[config.mk]
export PLATFORM = sky130hd
export DESIGN_NAME = i_decode_flat
export DESIGN_NICKNAME = d
export VERILOG_FILES = /design/src/rtl/i_decode_if.sv /design/src/rtl/i_decode.sv /design/src/flat_wrapper.sv
export SDC_FILE = /design/constraint.sdc
export NUM_CORES = 1
export LEC_CHECK = 0
export BUFFER_PORTS_ARGS = -buffer_cell sky130_fd_sc_hd__buf_4
export CORE_MARGIN = 2
export CORE_UTILIZATION = 35
export DETAILED_ROUTE_END_ITERATION = 6
export PLACE_DENSITY_LB_ADDON = 0.12
export SLEW_MARGIN = 20
export SYNTH_ARGS = -nofsm -noshare
export SYNTH_HDL_FRONTEND = slang
export SYNTH_SLANG_ARGS = --single-unit
[constraint.sdc]
create_clock -name clk -period 6.3 [get_ports clk]
set_input_delay 0.945 -clock clk [delete_from_list [all_inputs] [get_ports clk]]
set_output_delay 0.945 -clock clk [all_outputs]
set_load 0.02 [all_outputs]
[src/rtl/i_decode_if.sv]
// Fetch-to-decode bus: instruction/pc in, decoded fields and control flags out.
interface i_decode_if;
  logic [31:0] instrIn;
  logic [31:0] pcIn;
  logic        stallIn;
  logic        flush;
  logic        valid;
  logic [31:0] pcOut;
  logic [1:0]  opClass;
  logic [3:0]  subOp;
  logic        setFlags;
  logic [3:0]  rd;
  logic [3:0]  rs1;
  logic [3:0]  rs2;
  logic [31:0] imm32;
  logic        regWrite;
  logic        isLoad;
  logic        isStore;
  logic        isBranch;
  logic        stallOut;

  modport master (
    output instrIn, pcIn, stallIn, flush,
    input  valid, pcOut, opClass, subOp, setFlags, rd, rs1, rs2, imm32,
           regWrite, isLoad, isStore, isBranch, stallOut
  );

  modport slave (
    input  instrIn, pcIn, stallIn, flush,
    output valid, pcOut, opClass, subOp, setFlags, rd, rs1, rs2, imm32,
           regWrite, isLoad, isStore, isBranch, stallOut
  );
endinterface

[src/rtl/i_decode.sv]
// Decode stage: registers decoded fields one cycle after fetch and inserts a
// single bubble on a load-use hazard.
//   state     | meaning
//   S_RUN     | normal capture; load-use hazard detection active
//   S_HAZARD  | bubble issued; capture the instruction fetch held for us
module i_decode (
  input  logic        clk,
  input  logic        rst,
  i_decode_if.slave   bus
);

  typedef enum logic {S_RUN, S_HAZARD} state_t;

  state_t      state_q, state_d;
  logic        valid_q, valid_d;
  logic [31:0] pc_q, pc_d;
  logic [1:0]  cls_q, cls_d;
  logic [3:0]  sub_q, sub_d;
  logic        setf_q, setf_d;
  logic [3:0]  rd_q, rd_d, rs1_q, rs1_d, rs2_q, rs2_d;
  logic [31:0] imm_q, imm_d;
  logic        regw_q, regw_d, ld_q, ld_d, st_q, st_d, br_q, br_d;

  logic [1:0]  cls;
  logic [3:0]  sub, rd, rs1, rs2;
  logic        dec_valid, dec_regw, dec_ld, dec_st, dec_br;
  logic        use_rs1, use_rs2, use_rd;
  logic [31:0] dec_imm;
  logic        hazard;

  assign cls = bus.instrIn[31:30];
  assign sub = bus.instrIn[28:25];
  assign rd  = bus.instrIn[24:21];
  assign rs1 = bus.instrIn[20:17];
  assign rs2 = bus.instrIn[16:13];

  always_comb begin
    dec_valid = 1'b0;
    dec_regw  = 1'b0;
    dec_ld    = 1'b0;
    dec_st    = 1'b0;
    dec_br    = 1'b0;
    use_rs1   = 1'b0;
    use_rs2   = 1'b0;
    use_rd    = 1'b0;
    dec_imm   = {{16{bus.instrIn[15]}}, bus.instrIn[15:0]};
    unique case (cls)
      2'b00: begin
        dec_valid = 1'b1;
        dec_regw  = 1'b1;
        use_rs1   = 1'b1;
        use_rs2   = 1'b1;
      end
      2'b01: begin
        dec_valid = 1'b1;
        dec_regw  = 1'b1;
        use_rs1   = 1'b1;
        if (sub[3]) dec_imm = {16'h0000, bus.instrIn[15:0]};
      end
      2'b10: begin
        if (sub == 4'b0000) begin
          dec_valid = 1'b1;
          dec_ld    = 1'b1;
          dec_regw  = 1'b1;
          use_rs1   = 1'b1;
        end else if (sub == 4'b0001) begin
          dec_valid = 1'b1;
          dec_st    = 1'b1;
          use_rs1   = 1'b1;
          use_rd    = 1'b1;
        end
      end
      default: begin
        // Unconditional B was already taken by fetch, so it decodes as a bubble
        if (sub == 4'b0010) begin
          dec_valid = 1'b1;
        end else if (sub == 4'b0001) begin
          dec_valid = 1'b1;
          dec_br    = 1'b1;
          use_rs1   = 1'b1;
        end
      end
    endcase
  end

  assign hazard = (state_q == S_RUN) && valid_q && ld_q && (rd_q != 4'd0) &&
                  ((use_rs1 && rs1 == rd_q) || (use_rs2 && rs2 == rd_q) ||
                   (use_rd && rd == rd_q));

  assign bus.stallOut = bus.stallIn | hazard;

  always_comb begin
    state_d = state_q;
    valid_d = valid_q;
    pc_d    = pc_q;
    cls_d   = cls_q;
    sub_d   = sub_q;
    setf_d  = setf_q;
    rd_d    = rd_q;
    rs1_d   = rs1_q;
    rs2_d   = rs2_q;
    imm_d   = imm_q;
    regw_d  = regw_q;
    ld_d    = ld_q;
    st_d    = st_q;
    br_d    = br_q;
    if (bus.flush) begin
      state_d = S_RUN;
      valid_d = 1'b0;
      regw_d  = 1'b0;
      ld_d    = 1'b0;
      st_d    = 1'b0;
      br_d    = 1'b0;
    end else if (!bus.stallIn) begin
      if (hazard) begin
        state_d = S_HAZARD;
        valid_d = 1'b0;
        regw_d  = 1'b0;
        ld_d    = 1'b0;
        st_d    = 1'b0;
        br_d    = 1'b0;
      end else begin
        state_d = S_RUN;
        valid_d = dec_valid;
        pc_d    = bus.pcIn;
        cls_d   = cls;
        sub_d   = sub;
        setf_d  = bus.instrIn[29];
        rd_d    = rd;
        rs1_d   = rs1;
        rs2_d   = rs2;
        imm_d   = dec_imm;
        regw_d  = dec_regw;
        ld_d    = dec_ld;
        st_d    = dec_st;
        br_d    = dec_br;
      end
    end
  end

  always_ff @(posedge clk) begin
    if (rst) begin
      state_q <= S_RUN;
      valid_q <= 1'b0;
      pc_q    <= '0;
      cls_q   <= '0;
      sub_q   <= '0;
      setf_q  <= 1'b0;
      rd_q    <= '0;
      rs1_q   <= '0;
      rs2_q   <= '0;
      imm_q   <= '0;
      regw_q  <= 1'b0;
      ld_q    <= 1'b0;
      st_q    <= 1'b0;
      br_q    <= 1'b0;
    end else begin
      state_q <= state_d;
      valid_q <= valid_d;
      pc_q    <= pc_d;
      cls_q   <= cls_d;
      sub_q   <= sub_d;
      setf_q  <= setf_d;
      rd_q    <= rd_d;
      rs1_q   <= rs1_d;
      rs2_q   <= rs2_d;
      imm_q   <= imm_d;
      regw_q  <= regw_d;
      ld_q    <= ld_d;
      st_q    <= st_d;
      br_q    <= br_d;
    end
  end

  assign bus.valid    = valid_q;
  assign bus.pcOut    = pc_q;
  assign bus.opClass  = cls_q;
  assign bus.subOp    = sub_q;
  assign bus.setFlags = setf_q;
  assign bus.rd       = rd_q;
  assign bus.rs1      = rs1_q;
  assign bus.rs2      = rs2_q;
  assign bus.imm32    = imm_q;
  assign bus.regWrite = regw_q;
  assign bus.isLoad   = ld_q;
  assign bus.isStore  = st_q;
  assign bus.isBranch = br_q;

endmodule

[src/flat_wrapper.sv]
// flat-port wrapper written by rule: the top's interface ports become plain ports
module i_decode_flat 
  (clk, rst, bus_instrIn, bus_pcIn, bus_stallIn, bus_flush, bus_valid, bus_pcOut, bus_opClass, bus_subOp, bus_setFlags, bus_rd, bus_rs1, bus_rs2, bus_imm32, bus_regWrite, bus_isLoad, bus_isStore, bus_isBranch, bus_stallOut);
  i_decode_if bus_i ();
  input  logic clk;
  input  logic rst;
  input wire logic [$bits(bus_i.instrIn)-1:0] bus_instrIn;
  input wire logic [$bits(bus_i.pcIn)-1:0] bus_pcIn;
  input wire logic [$bits(bus_i.stallIn)-1:0] bus_stallIn;
  input wire logic [$bits(bus_i.flush)-1:0] bus_flush;
  output wire logic [$bits(bus_i.valid)-1:0] bus_valid;
  output wire logic [$bits(bus_i.pcOut)-1:0] bus_pcOut;
  output wire logic [$bits(bus_i.opClass)-1:0] bus_opClass;
  output wire logic [$bits(bus_i.subOp)-1:0] bus_subOp;
  output wire logic [$bits(bus_i.setFlags)-1:0] bus_setFlags;
  output wire logic [$bits(bus_i.rd)-1:0] bus_rd;
  output wire logic [$bits(bus_i.rs1)-1:0] bus_rs1;
  output wire logic [$bits(bus_i.rs2)-1:0] bus_rs2;
  output wire logic [$bits(bus_i.imm32)-1:0] bus_imm32;
  output wire logic [$bits(bus_i.regWrite)-1:0] bus_regWrite;
  output wire logic [$bits(bus_i.isLoad)-1:0] bus_isLoad;
  output wire logic [$bits(bus_i.isStore)-1:0] bus_isStore;
  output wire logic [$bits(bus_i.isBranch)-1:0] bus_isBranch;
  output wire logic [$bits(bus_i.stallOut)-1:0] bus_stallOut;
  assign bus_i.instrIn = bus_instrIn;
  assign bus_i.pcIn = bus_pcIn;
  assign bus_i.stallIn = bus_stallIn;
  assign bus_i.flush = bus_flush;
  assign bus_valid = bus_i.valid;
  assign bus_pcOut = bus_i.pcOut;
  assign bus_opClass = bus_i.opClass;
  assign bus_subOp = bus_i.subOp;
  assign bus_setFlags = bus_i.setFlags;
  assign bus_rd = bus_i.rd;
  assign bus_rs1 = bus_i.rs1;
  assign bus_rs2 = bus_i.rs2;
  assign bus_imm32 = bus_i.imm32;
  assign bus_regWrite = bus_i.regWrite;
  assign bus_isLoad = bus_i.isLoad;
  assign bus_isStore = bus_i.isStore;
  assign bus_isBranch = bus_i.isBranch;
  assign bus_stallOut = bus_i.stallOut;
  i_decode u_core (.clk(clk), .rst(rst), .bus(bus_i));
endmodule
* Word level (Yosys, flattened, before mapping) *
Index checks and enable logic that the tools add are counted.

operators by class
  equality and inequality tests = 7
  muxes and demuxes = 21
  bitwise logic cells = 5
  reductions and logical operators = 16

operators with widths
  cell                                                                    count
  32-bit two-way mux                                                      2
  1-bit two-way mux                                                       16
  4-bit equality test                                                     3
  1-bit logical AND                                                       7
  1-bit one-hot mux with 2 select lines                                   3
  4-bit by 1-bit equality test with 1-bit output (second input constant)  1
  4-bit by 2-bit equality test with 1-bit output (second input constant)  1
  4-bit zero test                                                         1
  1-bit inverter                                                          4
  4-bit nonzero test                                                      1
  2-bit OR reduction                                                      2
  3-bit AND reduction                                                     1
  3-bit OR reduction                                                      1
  2-bit by 1-bit equality test with 1-bit output (second input constant)  1
  2-bit equality test (second input constant)                             1
  2-bit zero test                                                         1
  1-bit logical OR                                                        2
  1-bit OR                                                                1

storage, ports and cells
  bits in registers = 89
  input port bits = 68
  output and inout bits = 89
  word-level logic and storage cells = 63

* Depth between registers and ports, before layout *
  word-level depth = 10
  gate-level depth with buffers = 7

* Worst setup path after synthesis *
Ideal clock, no wire load.

  kind = input-to-output
  from = in bus_instrIn[20]
  to = out bus_stallOut
  arrival = 1904 ps
  data required time = 5355 ps
  path slack = 3451 ps
  stages on the path = 5
  buffers on the path = 0
  path through = xor2_1 -> nor4_1 -> a31oi_1 -> a21boi_1 -> inv_1

between the ends
  word-level cells in the longest chain between the ends = 6

ends and longest elaborated chain
  element                         RTL line            source
  from (decl)                     flat_wrapper.sv:7   input wire logic [$bits(bus_i.instrIn)-1:0] bus_instrIn;
  4-bit equality test             i_decode.sv:87      ((use_rs1 && rs1 == rd_q) || (use_rs2 && rs2 == rd_q) ||
  1-bit logical AND               i_decode.sv:87
  1-bit logical OR (2 in series)  i_decode.sv:87
  1-bit logical AND               i_decode.sv:86      assign hazard = (state_q == S_RUN) && valid_q && ld_q && (rd_q != 4'd0) &&
  1-bit OR                        i_decode.sv:90      assign bus.stallOut = bus.stallIn | hazard;
  to (decl)                       flat_wrapper.sv:24  output wire logic [$bits(bus_i.stallOut)-1:0] bus_stallOut;

No other way between the ends.

* Worst setup path after layout *
  from = reg u_core.rd_q[0] (netlist: u_core.bus.rd[0])
  to = out bus_stallOut

between the ends
  word-level cells in the longest chain between the ends = 6
  elaborated cells on any way between the ends = 12

ends and longest elaborated chain
  element                         RTL line         source
  from (decl)                     i_decode.sv:20   logic [3:0] rd_q, rd_d, rs1_q, rs1_d, rs2_q, rs2_d;
  from (signal assigned)          i_decode.sv:164  rd_q <= rd_d;
  4-bit equality test             i_decode.sv:87
  1-bit logical AND               i_decode.sv:87
  1-bit logical OR (2 in series)  i_decode.sv:87
  1-bit logical AND (*)           i_decode.sv:86
  1-bit OR (*)                    i_decode.sv:90

Mark *: on every way between the ends. The rest lies on a longest branch, timed or not.

==> flow_metrics.tcl <==
set metrics [dict create \
    rows 36 \
    drc 0 \
    crit_path_end_kind "output port" \
    cp-start-kind "flip-flop" \
    yosysWarnings 0 \
    hold_viol_final 0 \
    synth-seq-area-share_pct 40.82 \
    yosysTopAreaCellShare_pct 40.82 \
    synth_area_per_cell_sq_um 9.892 \
    seq_area_sq_mm 0.001421 \
    grt_pass1_vias 2572 \
    gp_congestion 0.7810 \
    r2r-end "u_core.bus.imm32[30]" \
    dieArea_sq_mm 0.01076 \
    skew_ns 0.007198 \
    layout_setup_ws_ns 2.937 \
    p_comb_share_pct 17.8 \
    status "completed" \
    critPathBufInv 2 \
    post-route-period-util_pct 53.38 \
    path_class "flip-flop to output port" \
    maxCapViolCount 0 \
    synth_ff_type "dfxtp_1" \
    crit_fanout 6 \
    switching_share_pct 24.92 \
    first_pass_iters 4 \
    yosys_register_bits 71 \
    rrSetupSlack_ns 3.68 \
    dp_cells 602 \
    ys_types 32 \
    mappedNetlistArea_sq_mm 0.003482 \
    drive_gt1_share_pct 35.54 \
    crit_path_cell_trace "or4_1, and4_1, a31oi_1, a21boi_1, inv_1, buf_4" \
    fin_nets 548 \
    grt_use_total_pct 14.51 \
    clock_latency_ns 0.34 \
    fin_setup_tns_ns 0 \
    io_pins 157 \
    vdd_drop_max_mv 0.1151 \
    path_depth 6 \
    p_seq_share_pct 44.2 \
    critPathSlowestCell "or4_1" \
    multi_input_comb_area_sq_mm 0.001797 \
    intPower_mw 0.8255 \
    setup_viol 0 \
    yosys-top-cells-area "dfxtp_1 41%, nand2b_1 23%, mux2i_1 18%, buf_4 3.9%, buf_6 1.9%" \
    p_leak_nw 2.365 \
    tightest_slew_ns 1.079 \
    num-fill-cells 964 \
    r2r_cells 5 \
    maxSlewViolCount 0 \
    clkSinkCount 71 \
    r2r-start "u_core.bus.rd[0]" \
    final_cells 617 \
    cts_buffer_depth 2 \
    cts_tree "done" \
    cts_made_buffers 9 \
    n_antenna_cell 0 \
    slew_headroom_pct 28.04 \
    min_period_ns 3.363 \
    vias 2727 \
    cp_slowest_stage_delay_ns 0.56 \
    p_sw_mw 0.2739 \
    crit_family "simple AND/OR/NAND/NOR gates" \
    synthArstFlopShare_pct 0 \
    portBuffers 156 \
    power.share.clock_pct 38.0 \
    synth_edf_count 0 \
    synth_nets 420 \
    min_path_type "flip-flop to flip-flop" \
    p_per_area_mw_per_mm2 229.2 \
    grt_max_degree 134 \
    rsz0062_at_grt "false" \
    cts-root-buf "clkbuf_8" \
    place_ws_ns 3.045 \
    grt-ovfl-total 0 \
    postRouteAntennaNets 0 \
    yosysTopAreaCell "dfxtp_1" \
    syn_to_final_growth_pct 37.76 \
    routed_wl_microns 7888 \
    start_util_pct 35.79 \
    wl_per_cell_microns 12.78 \
    cp_data_required_time_ns 5.35 \
    crit_start "u_core.bus.rd[0]" \
    drtIter0Drc 109 \
    dp_hpwl_microns 5428 \
    critPathArrivalTime_ns 2.42 \
    via_per_inst 4.420 \
    h-tree-depth 3 \
    grt_first_pass_wirelength_microns 12760 \
    coreArea_sq_mm 0.009729 \
    syn-instance-count 352 \
    postCtsHoldBufs 0 \
    critPathCapture "bus_stallOut" \
    cts_resized 0 \
    max_freq_mhz 297.3 \
    antenna_found_initial 0 \
    chipWidth_microns 103.7 \
    postCtsSetupBuffers 0 \
    die_h_microns 103.7 \
    cts.clk_slew.worst_paths_ns 0.07 \
    hold-worst-slack_ns 0.4737 \
]
how the worst min path moves through the flow:
stage,slack (ns),start,endpoint,cells past startpoint
3_3_place_gp,0.46,u_core.bus.rs1[2],u_core.bus.rs1[2],2
4_1_cts,0.48,u_core.bus.imm32[12],u_core.bus.imm32[12],2
2_1_floorplan,0.45,u_core.state_q,u_core.state_q,2
5_1_grt,0.50,u_core.bus.opClass[1],u_core.bus.opClass[1],2
3_5_place_dp,0.46,u_core.bus.regWrite,u_core.bus.regWrite,1
6_report,0.47,u_core.bus.regWrite,u_core.bus.regWrite,1
through the flow:
| step | power, mW | util, % | area (sq um) |
|---|---|---|---|
| final | 1.099 | 49.31 | 4797 |
| after detailed placement | 0.6943 | 46.94 | 4567 |
| after CTS | 1.119 | 49.31 | 4797 |
| after global routing | 1.153 | 49.31 | 4797 |
| after global placement | 0.6917 | 46.94 | 4567 |
| after floorplan | 0.6107 | - | 3482 |
logic make-up (layout without fill, tap and decap cells):
group | Yosys count | count (layout) | synth area share [%]
simple gates | 147 | 147 | 26.05
flops | 71 | 71 | 40.82
mux | 65 | 65 | 18.72
buf+inv | 42 | 174 | 7.797
compound gates | 14 | 14 | 3.342
xor+xnor | 13 | 13 | 3.270
synthesized netlist by cell type (2+ instances only):
library cell    n
mux2i_1        64
xor2_1          6
nand3_1         2
nor2b_1         3
nor2_1          2
a32o_1          2
xnor2_1         7
a31oi_1         2
nor3_1          3
nand2_1         2
dfxtp_1        71
clkbuf_1       14
nor4_1          2
inv_1           3
nand2b_1      129
buf_4          18
a22o_1          2
buf_6           6
state kept, by name (all words and copies together), names as in the netlist, 2 cells and up:
signal              cells
u_core.bus.imm32       17
u_core.bus.opClass      2
u_core.bus.subOp        4
u_core.bus.pcOut       32
u_core.bus.rs1          4
u_core.bus.rd           4
power by group through the flow:
stage	sequential (mW)	combinational (mW)	clock (mW)
6_report	0.486	0.196	0.418
5_1_grt	0.489	0.211	0.453
3_3_place_gp	0.496	0.196	0
4_1_cts	0.486	0.199	0.435
3_5_place_dp	0.496	0.198	0
2_1_floorplan	0.521	0.0900	0
worst register-to-register path: stages (launching register included):
cell and delay, ns:
dfxtp_1 0.38, or4_1 0.56, and4_1 0.24, a311o_1 0.32, a21o_4 0.51, mux2_1 0.49
metal layers:
layer	up-vias	wire length, microns	part of all wire, %	global-route usage, %
li1	1391	-	-	-
met1	1228	3622	46	19.20
met2	100	3588	45	22.23
met3	8	589	7.5	4.468
met4	0	89	1.1	5.502
met5	-	0	0	0
cell usage in the layout, fill, tap and decap left out:
cell       instances
buf_4            156
nand2b_1         129
dfxtp_1           71
mux2i_1           64
clkbuf_8          12
xnor2_1            7
xor2_1             6
inv_1              3
nor2b_1            3
nor3_1             3
nand3_1            2
nor4_1             2
a31oi_1            2
nor2_1             2
a32o_1             2
nand2_1            2
a22o_1             2
bufinv_16          2
or4_1              1
and4_1             1
nand4_1            1
o32ai_1            1
o41ai_1            1
a21boi_1           1
a311o_1            1
a21o_4             1
o31ai_1            1
and2_1             1
a2111oi_0          1
mux2_1             1
a22oi_1            1
clkinv_2           1
area by class of cell:
class	count	share of cell area, %
Clock inverter	3	1.356
Tap cell	133	3.469
Inverter	3	0.2347
Multi-Input combinational cell	239	37.45
Clock buffer	12	3.443
Timing Repair Buffer	156	24.41
Sequential cell	71	29.63
Power figures use the tool's default switching activity.
